## config.mk

```make
export PLATFORM = sky130hd
export DESIGN_NAME = rambus_arbiter
export DESIGN_NICKNAME = d
export VERILOG_FILES = /design/src/rtl/rambus_arbiter.sv
export SDC_FILE = /design/constraint.sdc
export NUM_CORES = 1
export LEC_CHECK = 0
export BUFFER_PORTS_ARGS = -buffer_cell sky130_fd_sc_hd__buf_2
export CAP_MARGIN = 40
export CORE_AREA = 2 2 105 107
export CTS_CLUSTER_DIAMETER = 30
export DETAILED_ROUTE_END_ITERATION = 16
export DIE_AREA = 0 0 107 109
export GPL_ROUTABILITY_DRIVEN = 0
export PLACE_DENSITY = 0.62
export SLEW_MARGIN = 20
export SYNTH_ARGS = -nofsm -noshare
export SYNTH_HDL_FRONTEND = slang
export SYNTH_SLANG_ARGS = --single-unit
export TNS_END_PERCENT = 20
```

## constraint.sdc

```tcl
create_clock -name clk -period 1.7 [get_ports clk]
set_clock_uncertainty 0.15 [all_clocks]
set_input_delay 0.085 -clock clk [delete_from_list [all_inputs] [get_ports clk]]
set_output_delay 0.085 -clock clk [all_outputs]
set_load 0.005 [all_outputs]
```

## src/rtl/rambus_arbiter.sv

```systemverilog
// Two-requester arbiter for the single rambus RAM port: data has priority,
// instruction fetch wins once it has been denied STARVE_LIMIT times in a row.
module rambus_arbiter #(
  parameter int RD_LATENCY   = 1,
  parameter int STARVE_LIMIT = 4
) (
  input  logic        clk,
  input  logic        rst_n,
  input  logic        i_req,
  input  logic [31:0] i_addr,
  output logic        i_gnt,
  output logic        i_rvalid,
  output logic [31:0] i_rdata,
  input  logic        d_req,
  input  logic        d_we,
  input  logic [31:0] d_addr,
  input  logic [3:0]  d_wstrb,
  input  logic [31:0] d_wdata,
  output logic        d_gnt,
  output logic        d_rvalid,
  output logic [31:0] d_rdata,
  output logic [31:0] ram_addr,
  output logic        ram_re,
  output logic        ram_we,
  output logic [3:0]  ram_wstrb,
  output logic [31:0] ram_wdata,
  input  logic [31:0] ram_rdata
);

  localparam logic       ST_IDLE    = 1'b0;
  localparam logic       ST_WAIT    = 1'b1;
  localparam logic       OWN_I      = 1'b0;
  localparam logic       OWN_D      = 1'b1;
  localparam logic [3:0] LAT_LOAD   = 4'(RD_LATENCY - 1);
  localparam logic [3:0] STARVE_MAX = 4'(STARVE_LIMIT);

  logic       state, state_nxt;
  logic       owner, owner_nxt;
  logic [3:0] cnt, cnt_nxt;
  logic [3:0] starve_cnt, starve_nxt;
  logic       arb_en, starved, grant_i, grant_d, rd_done;

  // Grants are gated by rst_n so every output reads 0 while reset is held.
  assign arb_en  = rst_n && (state == ST_IDLE);
  assign starved = (starve_cnt == STARVE_MAX);
  assign grant_i = arb_en && i_req && (starved || !d_req);
  assign grant_d = arb_en && d_req && !(i_req && starved);
  assign rd_done = (state == ST_WAIT) && (cnt == 4'd0);

  assign i_gnt    = grant_i;
  assign d_gnt    = grant_d;
  assign i_rvalid = rd_done && (owner == OWN_I);
  assign d_rvalid = rd_done && (owner == OWN_D);
  assign i_rdata  = i_rvalid ? ram_rdata : 32'd0;
  assign d_rdata  = d_rvalid ? ram_rdata : 32'd0;

  always_comb begin
    ram_re    = grant_i || (grant_d && !d_we);
    ram_we    = grant_d && d_we;
    ram_addr  = 32'd0;
    ram_wstrb = 4'd0;
    ram_wdata = 32'd0;
    if (grant_i) begin
      ram_addr = i_addr;
    end else if (grant_d) begin
      ram_addr = d_addr;
      if (d_we) begin
        ram_wstrb = d_wstrb;
        ram_wdata = d_wdata;
      end
    end
  end

  // Stores finish in their grant cycle; only reads occupy the port in WAIT.
  always_comb begin
    state_nxt  = state;
    owner_nxt  = owner;
    cnt_nxt    = cnt;
    starve_nxt = starve_cnt;
    case (state)
      ST_IDLE: begin
        if (grant_i) begin
          state_nxt  = ST_WAIT;
          owner_nxt  = OWN_I;
          cnt_nxt    = LAT_LOAD;
          starve_nxt = 4'd0;
        end else begin
          if (grant_d && !d_we) begin
            state_nxt = ST_WAIT;
            owner_nxt = OWN_D;
            cnt_nxt   = LAT_LOAD;
          end
          if (i_req && !starved) begin
            starve_nxt = starve_cnt + 4'd1;
          end
        end
      end
      default: begin
        if (cnt == 4'd0) begin
          state_nxt = ST_IDLE;
        end else begin
          cnt_nxt = cnt - 4'd1;
        end
      end
    endcase
  end

  always_ff @(posedge clk or negedge rst_n) begin
    if (!rst_n) begin
      state      <= ST_IDLE;
      owner      <= OWN_I;
      cnt        <= 4'd0;
      starve_cnt <= 4'd0;
    end else begin
      state      <= state_nxt;
      owner      <= owner_nxt;
      cnt        <= cnt_nxt;
      starve_cnt <= starve_nxt;
    end
  end

endmodule
```

==> impl_metrics.env <==
export IMPL_numCtsBuffers=3
export IMPL_worst_ep_arrival_time_ps=1850
export IMPL_cap_viol_max_count=0
export IMPL_report_final_setup_viol=143
export IMPL_hold_path_class="in2reg"
export IMPL_initial_antenna_violation_count=0
export IMPL_number_of_fillers_in_the_final_layout=1089
export IMPL_placed_cell_area_sq_um=3400
export IMPL_multiInputGateArea_sq_um=1580
export IMPL_max_slew_margin_pct=74.4
export IMPL_clock_tree_root_driver_cell="clkbuf_8"
export IMPL_grt_pass1_wl_microns=13400
export IMPL_number_of_synthesized_flops_with_an_enable_pin=0
export IMPL_sequential_area_share_after_synthesis_pct=14.6
export IMPL_period_needed_ps=2080
export IMPL_final_setup_tns_ps=-31360
export IMPL_insertedDiodeCount=0
export IMPL_cts_htree_levels=1
export IMPL_synth_area_per_cell_sq_um=6.75
export IMPL_cts_tree="built"
export IMPL_hold_slack_ps=126
export IMPL_buffer_ports_inserted=274
export IMPL_start_util_pct=16.2
export IMPL_netSwitchingPower_mw=1.26
export IMPL_detailedRoute_firstPassIterationCount=4
export IMPL_crit_fanout=10
export IMPL_via_count_of_the_first_global_routing_pass=2724
export IMPL_core_box_area_sq_um=10600
export IMPL_finalHoldViolations=0
export IMPL_vias_post_dr=2940
export IMPL_power_internal_mw=1.82
export IMPL_critical_path_endpoint_type="output pin"
export IMPL_layout_worst_path_cycle_share_pct=123
export IMPL_synth_most_common_cell="and2_1"
export IMPL_synthesis_area_sq_um=1720
export IMPL_drc_errors=0
export IMPL_synthFlopType="dfrtp_1"
export IMPL_floorplan_die_width_microns=107
export IMPL_clock_path_buffers=2
export IMPL_worstMarginPinSlew_ps=384
export IMPL_grt_total_usage_pct=14.3
export IMPL_fraction_of_power_consumed_by_sequential_logic_pct=15.3
export IMPL_avgViaCountPerCell=4.29
export IMPL_grt_ovfl_total=0
export IMPL_synth_lib_cells_used_distinct=29
export IMPL_nNetsFinal=687
export IMPL_io_pins=275
export IMPL_grt_start_max_net_pins=36
export IMPL_clk_transition_reported_paths_ps=40
export IMPL_crit_path_start_kind="register"
export IMPL_grt_setup_unrepaired="true"
export IMPL_fp_dieArea_sq_um=11700
export IMPL_clock_insertion_delay_worst_skew_ps=230
export IMPL_synthesized_nets=394
export IMPL_ys_warn_count=0
export IMPL_violations="setup timing"
export IMPL_cell_type_with_the_highest_aggregate_area_in_the_netlist="and2_1"
export IMPL_critPathKind="reg2out"
export IMPL_report_final_slew_viol_count=0
export IMPL_synth_commonest_cells="100 x and2_1, 42 x nor2_1, 32 x a22oi_1"
export IMPL_max_clock_freq_ghz=0.480
export IMPL_run_status="finished, violations left"
export IMPL_worst_slack_ps=-384
export IMPL_vdd_ir_drop_worst_uv=306
export IMPL_pwr_share_clk_pct=7.7
export IMPL_synth_top_area_share_pct=36.5
export IMPL_swShare_pct=40.9
export IMPL_drt_first_iter_violations=122
export IMPL_tritoncts_num_sinks=10
export IMPL_dieHeight_microns=109
export IMPL_power_frac_comb_pct=77.0
export IMPL_synth_cells=254
export IMPL_post_detailed_route_count_of_antenna_violating_nets=0
export IMPL_synth_seq_cells=10
export IMPL_area_growth_pct=140
export IMPL_regArea_sq_um=250
export IMPL_detailedPlace_worstSlack_ps=-122
export IMPL_routed_wirelength_microns=9640
export IMPL_detail_route_wl_per_cell_microns=14.1
export IMPL_placed_wire_length_estimate_microns=6950
export IMPL_powerDensity_nw_per_um2=747
export IMPL_layout_cell_share_with_drive_strength_beyond_1_pct=69.5
export IMPL_std_cell_rows=38
export IMPL_asyncSetResetFlopFracSynth_pct=100
export IMPL_synth_area_top_cells="and2_1 36%, dfrtp_1 15%, a22oi_1 14%"
export IMPL_stdcell_area_sq_um=4120
export IMPL_required_ps=1460
export IMPL_p_leak_nw=2.37
## power by group through the flow
stage	Sequential, mW	Clock (mW)	Combinational (mW)
final	0.470	0.238	2.37
after global routing	0.489	0.256	2.60
after CTS	0.469	0.244	2.18
after detailed placement	0.454	0	1.84
after global placement	0.450	0	1.80
after floorplan	0.425	0	1.01
## per-stage QoR
stage	total power, mW	util (%)	cells
6_report	3.08	38.8	685
5_1_grt	3.35	38.8	685
4_1_cts	2.90	36.4	679
3_5_place_dp	2.30	32.1	665
3_3_place_gp	2.25	32.1	665
2_1_floorplan	1.43	-	254
## path summary, 6_finish.rpt
check                                    from       endpoint  slack [ps]  depth (start not counted)
worst max-delay path            starve_cnt[0]   ram_wstrb[3]        -380                          8
max in group asynchronous               rst_n  starve_cnt[1]         850                          3
worst min register to register         cnt[2]         cnt[2]         400                          1
worst min-delay path                    rst_n  starve_cnt[2]         130                          4
worst max register to register  starve_cnt[0]  starve_cnt[1]        -100                          8
min in group asynchronous               rst_n         cnt[2]         180                          2
## sequential cells by signal, indices dropped and copies added, names as in the netlist
register,flops
state,1
cnt,4
starve_cnt,4
owner,1
## logic make-up after synthesis
kind of cell               Yosys count  synth area share, %
AOI/OAI and AO/OA                   46                 19.4
muxes                                1                0.584
adders and majority gates            3                 2.19
buffers and inverters               28                 8.24
DFF                                 10                 14.6
and+or+nand+nor                    166                 55.0
## cell usage in the layout, fill, tap and decap left out, types with 4 or more instances in the layout
cell type	count
a22oi_1	15
a22oi_2	17
and2_1	62
and2_4	38
buf_12	5
buf_2	237
buf_4	21
buf_6	40
dfrtp_1	10
inv_1	4
nand2_1	5
nor2_1	40
## layout make-up
class | instances | share of cell area [%]
clock buffer | 3 | 1.00
inverter | 6 | 0.547
multi-input combinational | 216 | 38.4
sequential | 10 | 6.08
tap | 140 | 4.25
timing repair buffer | 310 | 49.8
## critical path: stages (launching register included)
cell      delay (ps)
dfrtp_1          370
inv_1             60
ha_2             190
nand3b_4         110
o21a_4           220
and4b_4          230
buf_12           150
and2_1           150
buf_2            120
## repair_timing
item	CTS	global route
gates resized for setup	58	30
pin swaps	32	24
gates cloned	4	4
setup endpoints to repair	143	143
hold buffers	1	0
buffers inserted	6	2
endpoints found under the hold margin	10	0
## per-layer routing
metal / share of wire [%] / vias to the layer above / GRT usage [%]
li1: - / 1425 / -
met1: 39 / 1335 / 16.2
met2: 52 / 170 / 28.3
met3: 7.3 / 10 / 1.91
met4: 1.4 / 0 / 3.06
met5: 0 / - / 0
No activity file was read; power rests on OpenSTA's default activity.
